<file path="src/rtl/fdivsqrt_iter.sv">
// Iterative FP32 mantissa divide / square-root core (restoring, k bits per cycle; FDIVSQRT_RADIX4_EN selects k=2).
// Latency: start accepted in T, done pulse in T+N+1 (N=26, or 13 with FDIVSQRT_RADIX4_EN).
// Backpressure: start is honoured only while ready=1; no queueing, and flush aborts without a done pulse.
module fdivsqrt_iter (
  input  logic        clk,
  input  logic        rst,
  input  logic        flush,
  input  logic        start,
  input  logic        is_divide,
  input  logic [23:0] lhs_mant,
  input  logic [23:0] rhs_mant,
  input  logic        sqrt_shift,
  output logic        ready,
  output logic        busy,
  output logic        done,
  output logic [25:0] quo,
  output logic [26:0] rem
);

`ifdef FDIVSQRT_RADIX4_EN
  localparam int       STEPS  = 2;
  localparam logic [4:0] N_ITER = 5'd13;
`else
  localparam int       STEPS  = 1;
  localparam logic [4:0] N_ITER = 5'd26;
`endif

  typedef enum logic [1:0] {IDLE, ITER, DONE} state_t;

  // r: working remainder as consumed by the next step; rn: true remainder after a step
  typedef struct packed {
    logic [28:0] r;
    logic [26:0] rn;
    logic [25:0] q;
    logic [51:0] m;
  } step_t;

  state_t      state;
  logic [4:0]  cnt;
  logic        div_q;
  logic [23:0] b_q;
  logic [28:0] r_q;
  logic [25:0] q_q;
  logic [51:0] m_q;
  logic [24:0] rad;
  step_t       stg [STEPS+1];

  function automatic step_t do_step(input logic div, input logic [23:0] b, input step_t s);
    step_t       o;
    logic [28:0] rt;
    logic [28:0] t;
    logic [28:0] d;
    logic        bit_q;
    o = s;
    if (div) begin
      rt = s.r;
      t  = {5'd0, b};
    end else begin
      // Bring down the next radicand bit pair and try 4q+1
      rt = {s.r[26:0], s.m[51:50]};
      t  = {1'b0, s.q, 2'b01};
    end
    bit_q = (rt >= t);
    d     = bit_q ? (rt - t) : rt;
    o.rn  = d[26:0];
    o.r   = div ? {d[27:0], 1'b0} : d;
    o.m   = div ? s.m : {s.m[49:0], 2'b00};
    o.q   = {s.q[24:0], bit_q};
    return o;
  endfunction

  always_comb begin
    stg[0] = '{r: r_q, rn: '0, q: q_q, m: m_q};
    for (int i = 0; i < STEPS; i++) begin
      stg[i+1] = do_step(div_q, b_q, stg[i]);
    end
  end

  assign rad = sqrt_shift ? {lhs_mant, 1'b0} : {1'b0, lhs_mant};

  always_ff @(posedge clk) begin
    if (rst) begin
      state <= IDLE;
      ready <= 1'b1;
      busy  <= 1'b0;
      done  <= 1'b0;
      quo   <= '0;
      rem   <= '0;
      cnt   <= '0;
      div_q <= 1'b0;
      b_q   <= '0;
      r_q   <= '0;
      q_q   <= '0;
      m_q   <= '0;
    end else if (flush) begin
      state <= IDLE;
      ready <= 1'b1;
      busy  <= 1'b0;
      done  <= 1'b0;
      cnt   <= '0;
    end else begin
      case (state)
        IDLE, DONE: begin
          if (start) begin
            state <= ITER;
            ready <= 1'b0;
            busy  <= 1'b1;
            done  <= 1'b0;
            cnt   <= N_ITER;
            div_q <= is_divide;
            b_q   <= rhs_mant;
            q_q   <= '0;
            r_q   <= is_divide ? {5'd0, lhs_mant} : '0;
            m_q   <= is_divide ? '0 : {rad, 27'd0};
          end else begin
            state <= IDLE;
            ready <= 1'b1;
            busy  <= 1'b0;
            done  <= 1'b0;
          end
        end
        ITER: begin
          r_q <= stg[STEPS].r;
          q_q <= stg[STEPS].q;
          m_q <= stg[STEPS].m;
          cnt <= cnt - 5'd1;
          if (cnt == 5'd1) begin
            state <= DONE;
            ready <= 1'b1;
            busy  <= 1'b0;
            done  <= 1'b1;
            quo   <= stg[STEPS].q;
            rem   <= stg[STEPS].rn;
          end
        end
        default: begin
          state <= IDLE;
          ready <= 1'b1;
          busy  <= 1'b0;
          done  <= 1'b0;
        end
      endcase
    end
  end

endmodule

</file>
<file path="config.mk">
export PLATFORM = sky130hd
export DESIGN_NAME = fdivsqrt_iter
export DESIGN_NICKNAME = d
export VERILOG_FILES = /design/src/rtl/fdivsqrt_iter.sv
export SDC_FILE = /design/constraint.sdc
export NUM_CORES = 1
export LEC_CHECK = 0
export ABC_AREA = 1
export ABC_CLOCK_PERIOD_IN_PS = 3370
export BUFFER_PORTS_ARGS = -buffer_cell sky130_fd_sc_hd__buf_2
export CAP_MARGIN = 40
export CORE_ASPECT_RATIO = 0.5
export CORE_MARGIN = 3
export CORE_UTILIZATION = 40
export CTS_CLUSTER_SIZE = 40
export DETAILED_ROUTE_END_ITERATION = 10
export SLEW_MARGIN = 20
export SYNTH_ARGS = -nofsm -noshare
export SYNTH_HDL_FRONTEND = slang
export SYNTH_SLANG_ARGS = --single-unit
export TNS_END_PERCENT = 1
</file>
<file path="constraint.sdc">
create_clock -name clk -period 3.37 [get_ports clk]
set_input_delay 0.5055 -clock clk [delete_from_list [all_inputs] [get_ports clk]]
set_output_delay 0.5055 -clock clk [all_outputs]
set_load 0.02 [all_outputs]
</file>
* Word level (Yosys, flattened, before mapping)
Index checks and enable logic that the tools add are counted.
** Word-level totals
- Bits in registers :: 195
- Latch bits :: 0
- Memory bits (writable) :: 0
- Memory bits (read-only) :: 0
- Input port bits :: 54
- Output and inout port bits :: 56
- Memories kept :: 0
** Cells by class
- Add/sub/neg operators :: 2
- Multipliers :: 0
- Div/mod/pow operators :: 0
- Order comparisons :: 1
- Equality and inequality tests :: 6
- Shift operators :: 0
- Multiplexer cells :: 25
- Bitwise gates (word level) :: 2
- Reduce and logical (&&, ||, !) cells :: 10
** Operator list (number)
- 2-to-1 mux 52 bit :: 3
- 2-to-1 mux 29 bit :: 4
- one-hot mux 52 bit (2 select lines) :: 1
- one-hot mux 29 bit (2 select lines) :: 1
- one-hot mux 26 bit (2 select lines) :: 1
- >= comparator 29 bit :: 1
- subtractor 29 bit :: 1
- 2-to-1 mux 28 bit :: 1
- 2-to-1 mux 26 bit :: 1
- 2-to-1 mux 25 bit :: 1
- 2-to-1 mux 24 bit :: 1
- one-hot mux 5 bit (2 select lines) :: 1
- AND reduction 3 bit :: 3
- inequality test 2 bit, second input constant :: 3
- == test 5 x 1 -> 1 bit, second input constant :: 1
- 2-to-1 mux 1 bit :: 5
- 2-to-1 mux 5 bit :: 1
- subtractor 5 x 1 -> 5 bit, second input constant :: 1
- one-hot mux 1 bit (2 select lines) :: 2
- one-hot mux 2 bit (2 select lines) :: 1
- AND reduction 4 bit :: 1
- OR reduction 2 bit :: 2
- OR reduction 3 bit :: 1
- == test 2 x 1 -> 1 bit, second input constant :: 1
- other kinds (6) :: 7

* Longest topological paths before layout
Gate-level depths: netlist of the first run.
- Depth in word-level cells :: 5
- Mapped depth :: 24

* Least setup slack after synthesis of the first run
No wires, ideal clock.
- Path type :: register -> register
- From :: register div_q
- To :: register r_q[1]
- Arrival :: 2.778 ns
- Data required time :: 3.261 ns
- Path slack :: 0.483 ns
- Stages on the path, launching flop included :: 20
- Clock period less this slack :: 2.887 ns
- Cells stage by stage :: dfxtp_1 buf_2 clkbuf_1 buf_1 o21ai_0 ha_1 nand2_1 inv_1 a21oi_1 nand2_1 a21oi_2 nand3_4 inv_4 buf_8 nand2_1 and2_4 nand2_1 nand3_1 nand2_1 inv_1
** Between the ends
- Cells in the longest elaborated chain, start to end :: 5
- Elaborated cells on any way between the ends :: 7
- Classes of those cells :: 1 x add/sub; 1 x order compare; 5 x mux
** Ends and longest elaborated chain
- from (decl) :: RTL line 40 : logic div_q;
- from (signal assigned) :: RTL line 110 : div_q <= is_divide;
- 2-to-1 mux 29 bit / 2-to-1 mux 28 bit (equally long branches) :: RTL line 55 : if (div) begin
- subtractor 29 bit / >= comparator 29 bit (equally long branches) :: RTL line 64, 63
- 2-to-1 mux 29 bit :: RTL line 64 : d = bit_q ? (rt - t) : rt;
- 2-to-1 mux 29 bit (*) :: RTL line 66 : o.r = div ? {d[27:0], 1'b0} : d;
- one-hot mux 29 bit (2 select lines) (*) :: RTL line 102 : case (state)
- to (signal assigned) :: RTL line 113 : r_q <= is_divide ? {5'd0, lhs_mant} : '0;
- to (signal assigned) :: RTL line 123 : r_q <= stg[STEPS].r;
- to (decl) :: RTL line 42 : logic [28:0] r_q;
Every way passes the cells marked *; elsewhere a longest branch is shown, timed or not.
A chain may end at the register's enable or synchronous reset.

* Final worst setup path of the first run
- From :: register div_q
- To :: register r_q[27]
Same word-level chain as after synthesis.

==> results of run 1 <==
-- final timing paths --
kind	startpoint	to	slack (ps)
setup / recovery	div_q$_SDFFE_PP0P_	r_q[27]$_SDFFE_PP0P_	170
setup reg to reg	div_q$_SDFFE_PP0P_	r_q[27]$_SDFFE_PP0P_	170
hold / removal	rhs_mant[1]	b_q[1]$_SDFFE_PP0P_	300
hold reg to reg	b_q[13]$_SDFFE_PP0P_	b_q[13]$_SDFFE_PP0P_	450
-- layout by cell type (no fill, tap or decap), drive strengths merged, types with 19 or more instances in the layout --
cell type and count:
o21ai 145, nor2 114, a21oi 140, buf 165, ha 30, nand3 109, inv 235, nand2 441
dfxtp 167, clkbuf 19
-- state kept, by name, indices dropped and copies added (netlist names) --
register,flops
r_q,29
rem,27
q_q,26
quo,26
m_q,25
b_q,24
cnt,5
state,2
div_q,1
done,1
ready,1
-- critical path: cells and delay by family, from the launching register on --
kind	cells	cell delay (ps)
AO/OA/AOI/OAI	1	160
adder cells (fa/ha/maj)	1	370
buffers and inverters	4	600
flip-flops	1	440
multiplexers	1	240
AND/OR/NAND/NOR	10	1300
-- per-stage QoR --
| step | setup WS [ps] | utilization | setup TNS [ps] | hold WS [ps] | total power, mW |
|---|---|---|---|---|---|
| after CTS | 25.75 | 0.4817 | 0 | 273.5 | 6.273 |
| after floorplan | 482.8 | - | 0 | 429.2 | 3.586 |
| after global placement | -79.78 | 0.4558 | -145.5 | 436.5 | 4.336 |
| after detailed placement | -24.94 | 0.4570 | -47.29 | 442.8 | 4.332 |
| final | 169.4 | 0.4858 | 0 | 297.6 | 6.334 |
| after global routing | -6.317 | 0.4858 | -6.317 | 330.9 | 6.649 |
-- power by group --
part / internal [mW] / total (mW) / switching [mW]
registers: 2.05 / 2.09 / 0.0471
logic: 0.772 / 2.31 / 1.53
clock network: 1.04 / 1.93 / 0.891
total: 3.86 / 6.33 / 2.47
-- layout make-up --
| class | count | area share |
|---|---|---|
| inverters | 231 | 0.07491 |
| clock buffers | 19 | 0.03772 |
| well taps | 336 | 0.03580 |
| clock inverters | 12 | 0.01012 |
| repair buffers | 165 | 0.09206 |
| multi-input cells | 1084 | 0.4644 |
| flip-flops and latches | 167 | 0.2850 |
-- kinds of logic (layout without fill, tap and decap cells) --
kind of cell / count (synthesis) / after routing
adders and majority gates: 31 / 31
AOI/OAI and AO/OA: 331 / 331
muxes: 10 / 10
buffers and inverters: 308 / 427
DFF: 167 / 167
xor gates and xnor gates: 18 / 18
and+or+nand+nor: 694 / 694
-- metal layers --
layer / global-route usage / routed length (um) / vias to the layer above / part of all wire
met1: 0.4453 / 20250 / 4984 / 0.53
met4: 0.07903 / 697 / 0 / 0.018
met3: 0.04442 / 2063 / 34 / 0.054
met2: 0.3897 / 15190 / 341 / 0.40
met5: 0 / 0 / - / 0
li1: - / - / 5184 / -
-- timing repair --
action	in CTS	in global routing
cloned	1	0
hold buffers	0	0
pin swaps	0	2
gates resized for setup	1	24
endpoints found under the setup margin	3	52
buffers inserted	0	1
==> flow_summary.toml, run 1 <==
[outcome]
status = "finished clean"

[floorplanning]
dieArea_um2 = 26860
rows = 40
ios = 110
start_util = 0.4106
die_w_um = 228.8
dieHeight_um = 117.4
core_um2 = 24170

[timing]
setup_violations = 0
rsz0062_at_grt = "yes"
maxSlewViolCount = 0
hold_viol = 0
fmax_mhz = 312.4
worst_slew_pin_slew_ps = 730.9
fin_crit_ps = 3201
fin_worst_skew_ps = 10.09
min_period_over_period = 0.9497
max_slew_margin = 0.5122

[synthesis]
synth_edf_count = 0
synthMostInstantiatedCell = "nand2_1"
synth_compound_gate_area_share = 0.1829
synth.area.top_cells = "dfxtp_1 (34%), nand2_1 (16%), inv_1 (8.4%), a21oi_1 (7.0%), o21ai_0 (6.7%)"
synthMuxAreaShare = 0.01008
ys_top_cells_by_count = "nand2_1 (432), inv_1 (223), dfxtp_1 (167)"
synthXorXnorAreaFrac = 0.01588
yosysTopAreaCell = "dfxtp_1"
synth_nets = 1644
synth.cell_area_um2 = 9926
ys_seq_elements = 167
yosys_most_used_dff = "dfxtp_1"
ys_types = 45
syn_inst = 1559
synth_top_area_share = 0.3368
synth_fa_ha_area_frac = 0.03983
synth_warnings = 0
synthArstFlopShare = 0
synth_top_family_by_area = "simple AND/OR/NAND/NOR gates"
ys_seq_area_frac = 0.3368
synth-simple-area-share = 0.2914
synth_area_per_cell_um2 = 6.367

[layout]
register_area_um2 = 3347
fillers = 2533
diodes = 0
instances_no_fill = 2014
fin_nets = 1751
final_cell_area_um2 = 11740
syn_to_final_growth_pct = 18.30
multi_input_area_um2 = 5453
drive_gt1_frac = 0.1567

[placement]
placed_cell_area_um2 = 11050
portBuffers = 109
routabilityCongestion = 0.9958
place_inst = 1981
dp_hpwl_um = 29300

[setup_path]
crit_fanout = 20
critPathSlowestCell = "dfxtp_4"
worstSetupPathType = "register to register"
crit_chain = "buf_12 -> mux2i_1 -> inv_1 -> ha_1 -> nand2_1 -> nor2_1 -> nand4_1 -> nor2_1 -> nand3_1 -> nand3_4 -> clkinv_8 -> buf_12 -> nand2_1 -> nand2_1 -> nand2_1 -> nand3_1 -> a21oi_1"
cpPeakStageDelay_ps = 440
cp_common_cell = "nand2_1"
reg2regPathDepth = 17
cp-end-kind = "register"
cp.required_ps = 3750
cp-start-kind = "register"
worstPathArrival_ps = 3580

[global_route]
grt_pass1_vias = 9634
grt_pass1_wl_um = 58260
grtUsageTotal = 0.2824
grt_max_degree = 57
overflow = 0
antenna_found_initial = 0

[worst_hold_path]
hold_class = "input port to register"
holdPathStages = 3

[clocking]
clockBufferDepth = 2
cts_buffers = 17
tritoncts = "yes"
root_buffer = "clkbuf_16"
clkLatencyLatePin_ps = 460
cts_max_level = 4
cts.sinks = 167
clk_pin_slew_ps = 70

[routing]
via_count = 10540
vias_per_cell = 5.235
postRouteAntennaNets = 0
drc = 0
drt-wirelength-per-cell_um = 18.97
drt_wl_total_um = 38200
drt_iter0_drc = 1060
firstDrtPassIters = 5

[pwr]
p_per_area_nw_per_um2 = 539.4
peakVddDrop_v = 0.0003860
p_leak_nw = 5.911

[job]
drv_cap = 0
No activity file was read; power rests on OpenSTA's default activity.
==> inputs of run 2 (changes only) <==
--- a/config.mk
+++ b/config.mk
@@ -9,11 +9,14 @@
 export ABC_CLOCK_PERIOD_IN_PS = 3370
 export BUFFER_PORTS_ARGS = -buffer_cell sky130_fd_sc_hd__buf_2
 export CAP_MARGIN = 40
+export CELL_PAD_IN_SITES_DETAIL_PLACEMENT = 0
+export CELL_PAD_IN_SITES_GLOBAL_PLACEMENT = 2
 export CORE_ASPECT_RATIO = 0.5
 export CORE_MARGIN = 3
-export CORE_UTILIZATION = 40
+export CORE_UTILIZATION = 32
 export CTS_CLUSTER_SIZE = 40
 export DETAILED_ROUTE_END_ITERATION = 10
+export PLACE_DENSITY_LB_ADDON = 0.1
 export SLEW_MARGIN = 20
 export SYNTH_ARGS = -nofsm -noshare
 export SYNTH_HDL_FRONTEND = slang
==> run 2 against run 1 <==
Against the previous run:
- via count is 0.50% higher
- critical path type unchanged
- count of clock-buffer cells in the layout fell by 1
- register-to-register slack lost 95 ps
- routed wire length up 14%
- power up 7.6%
- largest power group unchanged
- sequential cell count is the same
- final cell count grew 4.0%
- first-iteration DRC count decreased by 3.7%
- combinational power grew 16%
- worst setup slack got worse by 95 ps
- die area rose by 24%
==> flow_summary.toml, run 2 (same netlist as run 1, synthesis figures left out) <==
[layout]
fin_util = 0.4072
drive_gt1_frac = 0.1803
largest_reg_flops = 29
fillers = 3228
final_cell_area_um2 = 12110
reg_top3 = "r_q x29, rem x27"
final_common_cell = "nand2_1"
mostFrequentLayoutCells = "nand2_1 (427), inv_1 (221), dfxtp_1 (166), a21oi_1 (138), o21ai_0 (117)"
fin_nets = 1775
largest_register = "r_q"
syn_to_final_growth_pct = 21.96

[global_route]
grt_pass1_vias = 9783
grtUsageTotal = 0.2623
antenna_found_initial = 4
grt_pass1_wl_um = 63710
grt_max_degree = 52
overflow = 0

[timing]
fin_crit_ps = 3296
max_slew_margin = 0.4938
setup_violations = 0
fin_worst_skew_ps = 13.33
hold_viol = 0
maxSlewViolCount = 0
worst_slew_pin_slew_ps = 758.5
fmax_mhz = 303.4
min_period_over_period = 0.9781
hold_ws_ps = 286.4

[setup_path]
crit_fanout = 19
worstPathArrival_ps = 3690
cp.required_ps = 3760
cp-start-kind = "register"
worstSetupPathType = "register to register"
cp-end-kind = "register"

[job]
drv_cap = 0

[outcome]
status = "finished clean"

[floorplanning]
start_util = 0.3339
core_um2 = 29730
die_w_um = 255.1
dieArea_um2 = 33300
dieHeight_um = 130.5
rows = 44
ios = 110

[routing]
drt_wl_total_um = 43580
drt-wirelength-per-cell_um = 20.80
postRouteAntennaNets = 0
firstDrtPassIters = 5
drc = 0
drt_iter0_drc = 1021
vias_per_cell = 5.058
via_count = 10600

[worst_hold_path]
hold_class = "input port to register"

[clocking]
root_buffer = "clkbuf_16"
clk_pin_slew_ps = 70
cts_max_level = 4
cts.sinks = 167
clkLatencyLatePin_ps = 450
clockBufferDepth = 2
tritoncts = "yes"
cts_buffers = 17

[pwr]
p_sw_frac = 0.4048
p_clk_frac = 0.299
p_int_mw = 4.058
p_leak_nw = 6.068
netSwitchingPower_mw = 2.760
p_total_mw = 6.818
p_per_area_nw_per_um2 = 563.2
peakVddDrop_v = 0.0003417
p_seq_frac = 0.308
p_comb_frac = 0.393

[placement]
placed_cell_area_um2 = 11250
dp_hpwl_um = 34400
routabilityCongestion = 0.9051
portBuffers = 109
[run 2: cell count changes in the layout (fill, tap and decap cells not counted), sizes merged]
cell | before | now
buf | 165 | 187
inv | 235 | 240
clkinv | 4 | 1
clkbuf | 19 | 20
diode | 0 | 1
[run 2: power by group through the flow]
| stage | combinational [mW] | clock [mW] | sequential, mW |
|---|---|---|---|
| 3_5_place_dp | 2.45 | 0 | 2.14 |
| 5_1_grt | 2.90 | 2.17 | 2.10 |
| 2_1_floorplan | 1.47 | 0 | 2.12 |
| 6_report | 2.68 | 2.04 | 2.10 |
| 4_1_cts | 2.46 | 2.09 | 2.09 |
| 3_3_place_gp | 2.47 | 0 | 2.14 |
[run 2: layer usage]
| metal | routed length (um) | GRT usage |
|---|---|---|
| met5 | 7 | 0 |
| met4 | 332 | 0.04416 |
| met1 | 24490 | 0.4422 |
| met2 | 15460 | 0.3216 |
| met3 | 3291 | 0.05993 |
[run 2: repair_timing]
item	4_1_cts	5_1_grt
pin swaps	0	5
hold buffers	0	0
buffers inserted	0	5
cloned	0	2
gates resized for setup	2	51
endpoints found under the setup margin	21	56
[run 2: critical path, stage by stage (launching register included)]
cell     delay (ps)
dfxtp_4         400
buf_8           180
o21ai_1         460
ha_1            440
nand2_1         200
inv_1            60
nand2_1          60
nand2_1          70
nand2_1          70
nand2_1          80
a21oi_4         170
nand3_4         180
inv_8           150
buf_12          160
nand2_1         120
o21ai_2         140
nand2_1          80
nand3_1          80
nand2_1          50
inv_1            40
[run 2: final timing paths]
path	startpoint	end	slack, ps	depth (start not counted)
max	div_q$_SDFFE_PP0P_	r_q[5]$_SDFFE_PP0P_	70	19
min	rhs_mant[1]	b_q[1]$_SDFFE_PP0P_	290	3
max reg2reg	div_q$_SDFFE_PP0P_	r_q[5]$_SDFFE_PP0P_	70	19
min reg2reg	b_q[3]$_SDFFE_PP0P_	b_q[3]$_SDFFE_PP0P_	460	2
[run 2: per-stage QoR]
| step | setup WS [ps] | instances | TNS [ps] |
|---|---|---|---|
| after floorplan | 482.8 | 1559 | 0 |
| after global placement | -90.64 | 2055 | -480.7 |
| after detailed placement | -106.8 | 2055 | -370.7 |
| after CTS | 6.116 | 2087 | 0 |
| after global routing | -5.640 | 2094 | -5.640 |
| final | 73.96 | 2095 | 0 |
[run 2: area by class of cell]
type                    count  area, um2  share of cell area
multi-input cells        1084       5519              0.4559
flip-flops and latches    167       3347              0.2765
repair buffers            189       1276              0.1054
inverters                 231      874.6             0.07225
well taps                 391      489.2             0.04041
clock buffers              18      439.2             0.03628
clock inverters            14      157.7             0.01302
diodes                      1      2.502           0.0002067
